===== src/rtl/maxnet_pkg.sv =====
// rtl/maxnet_pkg.sv - shared state encoding and width helpers for the maxnet engine
package maxnet_pkg;

  typedef enum logic [1:0] {
    IDLE = 2'd0,
    ITER = 2'd1,
    DONE = 2'd2
  } state_t;

  function automatic int idx_w(input int n);
    return (n > 1) ? $clog2(n) : 1;
  endfunction

  function automatic int sum_w(input int w, input int n);
    return w + $clog2(n);
  endfunction

  function automatic int cnt_w(input int max_iter);
    return $clog2(max_iter + 1);
  endfunction

endpackage


===== src/rtl/maxnet_cell.sv =====
// rtl/maxnet_cell.sv - one channel's lateral-inhibition update
module maxnet_cell #(
  parameter int W         = 8,
  parameter int SUM_W     = 10,
  parameter int EPS_SHIFT = 2
) (
  input  logic [W-1:0]     a,
  input  logic [SUM_W-1:0] s,
  output logic [W-1:0]     a_next,
  output logic             nz
);

  logic [SUM_W-1:0]   others;
  logic [SUM_W-1:0]   inhib;
  logic signed [SUM_W:0] t;

  // s already contains a, so the inhibition comes from the other channels only
  assign others = s - SUM_W'(a);
  assign inhib  = others >> EPS_SHIFT;
  assign t      = $signed({1'b0, SUM_W'(a)}) - $signed({1'b0, inhib});

  assign a_next = t[SUM_W] ? '0 : t[W-1:0];
  assign nz     = |a;

endmodule


===== src/rtl/maxnet_param.sv =====
// rtl/maxnet_param.sv - parametrised winner-take-all engine with start/done handshake
module maxnet_param
  import maxnet_pkg::*;
#(
  parameter int N         = 4,
  parameter int W         = 8,
  parameter int EPS_SHIFT = 2,
  parameter int MAX_ITER  = 64
) (
  input  logic                          clk,
  input  logic                          rst,
  input  logic                          start,
  input  logic [N*W-1:0]                x_in,
  output logic                          busy,
  output logic                          done,
  output logic [idx_w(N)-1:0]           winner_idx,
  output logic [W-1:0]                  result,
  output logic                          tie,
  output logic [cnt_w(MAX_ITER)-1:0]    iter_count
);

  localparam int IDX_W = idx_w(N);
  localparam int SUM_W = sum_w(W, N);
  localparam int CNT_W = cnt_w(MAX_ITER);
  localparam int NZ_W  = $clog2(N + 1);

  state_t state_q, state_d;

  logic [N-1:0][W-1:0] a, o, a_next;
  logic [N-1:0]        nz;
  logic [SUM_W-1:0]    sum;
  logic [NZ_W-1:0]     nz_cnt;
  logic [IDX_W-1:0]    pe_idx;
  logic                load, step, fin;

  always_comb begin
    sum = '0;
    for (int i = 0; i < N; i++) sum = sum + SUM_W'(a[i]);
  end

  for (genvar g = 0; g < N; g++) begin : g_cell
    maxnet_cell #(.W(W), .SUM_W(SUM_W), .EPS_SHIFT(EPS_SHIFT)) u_cell (
      .a      (a[g]),
      .s      (sum),
      .a_next (a_next[g]),
      .nz     (nz[g])
    );
  end

  // survivor count and lowest-index survivor
  always_comb begin
    nz_cnt = '0;
    pe_idx = '0;
    for (int i = 0; i < N; i++) nz_cnt = nz_cnt + NZ_W'(nz[i]);
    for (int i = N - 1; i >= 0; i--) if (nz[i]) pe_idx = IDX_W'(i);
  end

  always_comb begin
    state_d = state_q;
    load    = 1'b0;
    step    = 1'b0;
    fin     = 1'b0;
    case (state_q)
      IDLE, DONE: begin
        if (start) begin
          load    = 1'b1;
          state_d = ITER;
        end
      end
      ITER: begin
        if (nz_cnt <= NZ_W'(1) || iter_count == CNT_W'(MAX_ITER)) begin
          fin     = 1'b1;
          state_d = DONE;
        end else begin
          step = 1'b1;
        end
      end
      default: state_d = IDLE;
    endcase
  end

  always_ff @(posedge clk or posedge rst) begin
    if (rst) begin
      state_q    <= IDLE;
      a          <= '0;
      o          <= '0;
      iter_count <= '0;
      winner_idx <= '0;
      result     <= '0;
      tie        <= 1'b0;
    end else begin
      state_q <= state_d;
      if (load) begin
        a          <= x_in;
        o          <= x_in;
        iter_count <= '0;
        tie        <= 1'b0;
      end
      if (step) begin
        a          <= a_next;
        iter_count <= iter_count + CNT_W'(1);
      end
      if (fin) begin
        // no survivors reports channel 0 with a zero result
        if (nz_cnt == '0) begin
          winner_idx <= '0;
          result     <= '0;
          tie        <= 1'b1;
        end else begin
          winner_idx <= pe_idx;
          result     <= o[pe_idx];
          tie        <= (nz_cnt != NZ_W'(1));
        end
      end
    end
  end

  assign busy = (state_q == ITER);
  assign done = (state_q == DONE);

endmodule


===== config.mk =====
export PLATFORM = sky130hd
export DESIGN_NAME = maxnet_param
export DESIGN_NICKNAME = d
export VERILOG_FILES = /design/src/rtl/maxnet_pkg.sv /design/src/rtl/maxnet_cell.sv /design/src/rtl/maxnet_param.sv
export SDC_FILE = /design/constraint.sdc
export NUM_CORES = 1
export LEC_CHECK = 0
export ABC_AREA = 0
export BUFFER_PORTS_ARGS = -buffer_cell sky130_fd_sc_hd__buf_2
export CAP_MARGIN = 25
export CORE_MARGIN = 2
export CORE_UTILIZATION = 45
export DETAILED_ROUTE_END_ITERATION = 16
export PLACE_DENSITY = 0.71
export SETUP_SLACK_MARGIN = 0.2
export SLEW_MARGIN = 30
export SYNTH_ARGS = -nofsm -noshare
export SYNTH_HDL_FRONTEND = slang
export SYNTH_SLANG_ARGS = --single-unit

===== constraint.sdc =====
create_clock -name clk -period 12.2 [get_ports clk]
set_input_delay 0 -clock clk [delete_from_list [all_inputs] [get_ports clk]]
set_output_delay 0 -clock clk [all_outputs]
set_load 0.01 [all_outputs]

==> flow_summary.json, run 1 <==
{
  "grt_pass1_wl_um": 28300,
  "r2r.worst_path.cells": 21,
  "grt_max_degree": 77,
  "areaGrowthSynthToFinish_pct": 16.3,
  "cp_data_required_time_ns": 12.39,
  "slowest_delay_ns": 0.81,
  "path_max_fanout": 8,
  "clock.fmax_mhz": 172,
  "start_util_pct": 46.6,
  "cp_slowest_cell": "o31ai_1",
  "criticalPathCategory": "reg2reg",
  "setup_viol": 0,
  "yosys_register_bits": 84,
  "fin_crit_sh_pct": 47.6,
  "grt_overflow": 0,
  "numCtsBuffers": 9,
  "vias": 5749,
  "die_h_um": 127,
  "crit_end": "a[4]$_DFFE_PP0P_",
  "worstPathArrival_ns": 5.99,
  "row_count": 44,
  "hold_viol_final": 0,
  "fill_cells": 1311,
  "max_cap_violations": 0,
  "tns_ns": 0,
  "root_buffer": "clkbuf_16",
  "crit_start": "a[1]$_DFFE_PP0P_",
  "syn_area_per_cell_um2": 8.88,
  "drt-initial-drc-count": 419,
  "seq_area_frac_synth_pct": 30.8,
  "crit_chain": "inv_1 > fa_1 > fa_1 > inv_1 > ha_1 > fa_1 > a21o_1 > a21oi_1 > nor2b_1 > o21a_1 > nor2_1 > xnor2_1 > ha_1 > a21oi_1 > o21ai_1 > xor2_1 > ha_1 > o21a_1 > o31a_1 > o31ai_1 > o31ai_1",
  "clock_skew_ns": 0.0104,
  "syn_area_um2": 6820,
  "met1_usage_pct": 28.8,
  "synthTopCellsByArea": "dfrtp_1 (31%), ha_1 (14%), fa_1 (6.2%)",
  "clockBufferDepth": 2,
  "drive_gt1_share_pct": 11.0,
  "timing.rr.end": "a[4]$_DFFE_PP0P_",
  "synth_top_area_cell": "dfrtp_1",
  "dp.final_hpwl_um": 13200,
  "netlist.area_leader.share_pct": 30.8,
  "cts.htree.levels": 3,
  "antenna_found_initial": 0,
  "crit_path_start_kind": "flop",
  "r2r_start": "a[1]$_DFFE_PP0P_",
  "status": "complete, no violations",
  "nets": 984,
  "drc": 0,
  "wl_um": 17300,
  "place.gp.congestion": 0.896,
  "synth_cell_types": 58,
  "synthCells": 768,
  "cts.clk_slew.worst_paths_ns": 0.07,
  "slew_violations": 0,
  "period_needed_ns": 5.81,
  "busiest_layer": "met2",
  "synth_nets": 899,
  "dieWidth_um": 127,
  "grt_use_met2_pct": 38.8,
  "grtUsageTotal_pct": 21.9,
  "wl_per_cell_um": 16.6,
  "die_area_um2": 16200,
  "clock-sinks": 84,
  "diodes": 0,
  "tightest_slew_ns": 0.995,
  "postCtsSetupRepairBufs": 0,
  "rsz0062_at_grt": "no",
  "synth-main-ff-cell": "dfrtp_1",
  "max_slew_margin_pct": 33.1,
  "cts_tree": "yes",
  "coreArea_um2": 14600,
  "r2r_slack_ns": 6.39,
  "critPathCaptureType": "flop",
  "ios": 55,
  "hp-class": "in2async",
  "use_met3_pct": 2.43,
  "synth-edff-count": 0,
  "grt_pass1_vias": 5640,
  "whs_ns": 0.0887,
  "viasPerCell": 5.52,
  "yosys_warnings": 0,
  "dr.pass1.iters": 4,
  "io_buffer_count": 54,
  "insertion_delay_ns": 0.34,
  "ys_async_sr_fraction_pct": 100,
  "antenna_left": 0
}
stage by stage:
| step | std cells | setup slack, ns | area (um^2) | utilization, % |
|---|---|---|---|---|
| final | 1042 | 6.39 | 7930 | 54.2 |
| after global routing | 1042 | 6.06 | 7930 | 54.2 |
| after CTS | 1042 | 6.39 | 7910 | 54.0 |
| after detailed placement | 992 | 6.40 | 7280 | 49.7 |
| after global placement | 992 | 6.53 | 7280 | 49.7 |
| after floorplan | 768 | 7.11 | 6820 | - |
worst max-delay path, delay by kind of cell (launching register included):
family / cells / cell delay (ns)
adders and majority gates: 6 / 2.33
xor gates and xnor gates: 2 / 0.45
buffers and inverters: 2 / 0.18
DFF: 1 / 0.41
and+or+nand+nor: 2 / 0.19
AOI/OAI and AO/OA: 9 / 2.09
synth_stat cells (4+ instances only):
| library cell | count |
|---|---|
| ha_1 | 75 |
| nand2_1 | 111 |
| a21o_1 | 5 |
| o31a_1 | 7 |
| and3_1 | 7 |
| nand2b_1 | 11 |
| nor3_1 | 11 |
| o22a_1 | 4 |
| nor2b_1 | 16 |
| o31ai_1 | 13 |
| a21oi_1 | 19 |
| nor2_1 | 49 |
| nand3_1 | 15 |
| xor2_1 | 31 |
| mux2i_1 | 15 |
| o21a_1 | 12 |
| inv_1 | 70 |
| a22o_1 | 9 |
| or3_1 | 11 |
| nor3b_1 | 4 |
| a22oi_1 | 30 |
| o21ai_1 | 43 |
| fa_1 | 21 |
| xnor2_1 | 18 |
| nor4_1 | 4 |
| o21ai_0 | 11 |
| clkbuf_1 | 13 |
| dfrtp_1 | 84 |
| inv_2 | 4 |
state kept, by name, indices dropped and copies added, names as in the netlist:
name	cells
iter_count	7
a	32
tie	1
result	8
state_q	2
o	32
winner_idx	2
cells in the final DEF, fill, tap and decap left out, types with 15 or more instances in the layout:
| cell type | n |
|---|---|
| nor2b_1 | 15 |
| xor2_1 | 31 |
| ha_1 | 75 |
| xnor2_1 | 17 |
| nand2_1 | 111 |
| inv_1 | 69 |
| mux2i_1 | 15 |
| nor2_1 | 49 |
| o21ai_1 | 43 |
| a21oi_1 | 19 |
| dlygate4sd3_1 | 34 |
| nand3_1 | 15 |
| a22oi_1 | 30 |
| buf_2 | 54 |
| fa_1 | 21 |
| dfrtp_1 | 84 |
cells by family after synthesis:
kind of cell	synth area share, %
buf+inv	5.30
simple gates	17.4
xor+xnor	6.29
flops	30.8
compound gates	18.0
mux	2.20
fa+ha+maj	19.9
area by class of cell:
class	instances	area, um^2	area share, %
multi-input combinational	592	4390	55.3
sequential	84	2100	26.5
timing repair buffer	92	644	8.12
inverter	74	279	3.52
clock buffer	10	239	3.01
tap	184	230	2.90
clock inverter	6	51.3	0.647
what timing repair did:
action                                 4_1_cts  5_1_grt
endpoints found under the hold margin       72        0
hold buffers                                34        0
resized for setup                            0        0
metal layers:
metal  up-vias  routed length [um]
li1       2849                   -
met1      2766                7970
met2       116                8570
met3        18                 530
met4         0                 263
met5         -                   0
worst min path at each step:
| stage | to | startpoint | cells after the start |
|---|---|---|---|
| finish | iter_count[4]$_DFFE_PP0P_ | rst | 3 |
| global route | iter_count[4]$_DFFE_PP0P_ | rst | 3 |
| CTS | iter_count[5]$_DFFE_PP0P_ | rst | 3 |
| detailed placement | iter_count[5]$_DFFE_PP0P_ | rst | 2 |
| global placement | iter_count[5]$_DFFE_PP0P_ | rst | 2 |
| floorplan | state_q[1]$_DFFE_PP0P_ | start | 1 |
Power of run 1 is left out: the tool's default activity adds up to more than one toggle a clock period on the data nets, which glitch-free logic cannot reach.
==> run 2, diff against run 1 <==
--- a/config.mk
+++ b/config.mk
@@ -5,7 +5,7 @@
 export SDC_FILE = /design/constraint.sdc
 export NUM_CORES = 1
 export LEC_CHECK = 0
-export ABC_AREA = 0
+export ABC_AREA = 1
 export BUFFER_PORTS_ARGS = -buffer_cell sky130_fd_sc_hd__buf_2
 export CAP_MARGIN = 25
 export CORE_MARGIN = 2
==> constraint.sdc (replaced) <==
create_clock -name clk -period 5.9 [get_ports clk]
set_input_delay 0 -clock clk [delete_from_list [all_inputs] [get_ports clk]]
set_output_delay 0 -clock clk [all_outputs]
set_load 0.01 [all_outputs]
==> run 2 against run 1 <==
Critical path depth increased by 3. Synthesized area increased by 7.3%. Wire length increased by 9.1%. Hold slack got worse by 0.076 ns. Sequential cell count unchanged. Clock skew decreased by 0.0025 ns. Setup slack got worse by 5.6 ns. Sequential share of layout area decreased by 1.6 points. Die area increased by 7.1%. Highest routed layer unchanged. First-iteration DRC count decreased by 0.72%. Fmax increased by 14%. Global-route usage increased by 0.31 points. Critical path type unchanged.
==> flow_summary.json, run 2 <==
{
  "syn_area_per_cell_um2": 7.35,
  "die_h_um": 132,
  "max_slew_margin_pct": 49.9,
  "synthTopCellsByArea": "dfrtp_1 (29%), nand2_1 (14%), ha_1 (13%)",
  "worstPathArrival_ns": 5.34,
  "cp_data_required_time_ns": 6.13,
  "mostFrequentLayoutCell": "nand2_1",
  "cts.htree.levels": 3,
  "tightest_slew_ns": 0.751,
  "met1_usage_pct": 30.8,
  "grt_pass1_wl_um": 31000,
  "synth_cell_types": 41,
  "period_needed_ns": 5.11,
  "coreArea_um2": 15900,
  "use_met3_pct": 3.74,
  "root_buffer": "clkbuf_16",
  "reg.largest.list": "a: 32 flops, o: 32 flops, result: 8 flops",
  "grtUsageTotal_pct": 22.2,
  "criticalPathCategory": "reg2reg",
  "status": "complete, no violations",
  "synth_nets": 1126,
  "crit_chain": "inv_1 > fa_1 > fa_1 > inv_1 > ha_1 > inv_2 > o21ai_1 > a31oi_1 > xnor2_1 > ha_1 > a21o_1 > a31oi_1 > nand2_1 > nand2_1 > nand3_1 > nand2_1 > nand2_1 > ha_1 > a21oi_1 > nand2_1 > a21oi_1 > nor2_4 > nand2_1 > nand3_1",
  "drc": 0,
  "critPathBufInv": 3,
  "setup_viol": 0,
  "die_area_um2": 17300,
  "fin_crit_sh_pct": 86.6,
  "max_cap_violations": 0,
  "ios": 55,
  "clockBufferDepth": 2,
  "dp.final_hpwl_um": 14700,
  "slowest_delay_ns": 0.52,
  "synth_top_area_cell": "dfrtp_1",
  "grt_max_degree": 58,
  "busiest_layer": "met2",
  "synth_common_cells": "nand2_1 (281), inv_1 (163), dfrtp_1 (84), nand3_1 (82), ha_1 (75)",
  "cts_tree": "yes",
  "cts_hold_buf": 32,
  "cp_top_family": "adder cells",
  "clock.fmax_mhz": 196,
  "cp_slowest_cell": "fa_1",
  "vias": 6654,
  "ctsResizeCount": 0,
  "setup_ws_ns": 0.788,
  "seq_area_frac_synth_pct": 28.7,
  "drt-initial-drc-count": 416,
  "antenna_left": 0,
  "grt_overflow": 0,
  "wl_um": 18900,
  "critPathCaptureType": "flop",
  "postCtsSetupRepairBufs": 0,
  "place.gp.congestion": 0.883,
  "whs_ns": 0.0130,
  "hold_viol_final": 0,
  "crit_path_start_kind": "flop",
  "syn_area_um2": 7320,
  "areaGrowthSynthToFinish_pct": 15.4,
  "clock-sinks": 84,
  "synth-edff-count": 0,
  "viasPerCell": 5.11,
  "start_util_pct": 46.1,
  "layout_common_cells": "nand2_1 (281), inv_1 (162), dfrtp_1 (84)",
  "cpMostUsedCell": "nand2_1",
  "fill_cells": 1553,
  "place_ws_ns": 0.830,
  "io_buffer_count": 54,
  "nets": 1212,
  "diodes": 0,
  "wl_per_cell_um": 14.5,
  "netlist.area_leader.share_pct": 28.7,
  "synthCells": 995,
  "grt_use_met2_pct": 36.1,
  "antenna_found_initial": 0,
  "dieWidth_um": 132,
  "ys_async_sr_fraction_pct": 100,
  "path_max_fanout": 8,
  "clock_skew_ns": 0.00789,
  "synth-main-ff-cell": "dfrtp_1",
  "yosys_warnings": 0,
  "yosys_register_bits": 84,
  "tns_ns": 0,
  "seqCellArea_um2": 2100,
  "drive_gt1_share_pct": 10.7,
  "yosys.cell_count.top_type": "nand2_1",
  "insertion_delay_ns": 0.35,
  "rsz0062_at_grt": "no",
  "slew_violations": 0,
  "multi_input_area_um2": 4450,
  "hp-class": "in2reg",
  "row_count": 46,
  "grt_pass1_vias": 6350,
  "numCtsBuffers": 9,
  "cts.clk_slew.worst_paths_ns": 0.07,
  "dr.pass1.iters": 7
}
run 2: changes by cell type after synthesis, moves of 16 or more:
| cell | delta |
|---|---|
| a21oi_1 | +35 |
| a22oi_1 | -30 |
| inv_1 | +93 |
| nand2_1 | +170 |
| nand3_1 | +67 |
| nor2_1 | -18 |
| nor2b_1 | -16 |
| o21ai_0 | +33 |
| o21ai_1 | -28 |
run 2: logic make-up (layout without fill, tap and decap cells):
kind of cell / after synthesis / count (layout) / synth area share, %
AND/OR/NAND/NOR: 439 / 439 / 26.7
buffers and inverters: 194 / 285 / 10.4
AO/OA/AOI/OAI: 141 / 141 / 10.7
adder cells (fa/ha/maj): 96 / 96 / 18.6
flip-flops: 84 / 84 / 28.7
XOR/XNOR: 41 / 41 / 4.91
run 2: stage by stage:
| stage | cells | instance area (um^2) | util, % |
|---|---|---|---|
| floorplan | 995 | 7320 | - |
| global placement | 1254 | 7790 | 49.1 |
| detailed placement | 1254 | 7790 | 49.1 |
| CTS | 1302 | 8450 | 53.2 |
| global route | 1302 | 8450 | 53.2 |
| finish | 1302 | 8450 | 53.2 |
run 2: path summary, 6_finish.rpt:
path / startpoint / to / slack, ns / cells after the start
worst max-delay path: a[13]$_DFFE_PP0P_ / a[0]$_DFFE_PP0P_ / 0.79 / 24
worst min-delay path: x_in[14] / o[14]$_DFFE_PP0P_ / 0.01 / 3
worst max register to register: a[13]$_DFFE_PP0P_ / a[0]$_DFFE_PP0P_ / 0.79 / 24
worst min register to register: result[5]$_DFFE_PP0P_ / result[5]$_DFFE_PP0P_ / 0.48 / 2
max in group asynchronous: rst / o[26]$_DFFE_PP0P_ / 4.58 / 4
min in group asynchronous: rst / o[3]$_DFFE_PP0P_ / 0.20 / 3
run 2: worst reg2reg max path: stages (launching register included):
cell and delay [ns]:
dfrtp_1 0.41, inv_1 0.17, fa_1 0.47, fa_1 0.52, inv_1 0.05, ha_1 0.37
inv_2 0.06, o21ai_1 0.19, a31oi_1 0.08, xnor2_1 0.48, ha_1 0.40, a21o_1 0.20
a31oi_1 0.14, nand2_1 0.10, nand2_1 0.08, nand3_1 0.08, nand2_1 0.07, nand2_1 0.07
ha_1 0.33, a21oi_1 0.19, nand2_1 0.07, a21oi_1 0.22, nor2_4 0.10, nand2_1 0.09
nand3_1 0.07
run 2: cell type report:
| cell class | instances | area share, % |
|---|---|---|
| Inverter | 181 | 8.06 |
| Clock buffer | 10 | 2.83 |
| Tap cell | 216 | 3.20 |
| Multi-Input combinational cell | 717 | 52.7 |
| Clock inverter | 6 | 1.11 |
| Sequential cell | 84 | 24.9 |
| Timing Repair Buffer | 88 | 7.17 |
run 2: metal layers:
metal / vias to the layer above / share of wire, %
met5: - / 0
met4: 0 / 1.7
met3: 29 / 4.9
met2: 161 / 46
met1: 3108 / 47
li1: 3356 / -
Power of run 2 is left out for the same reason.
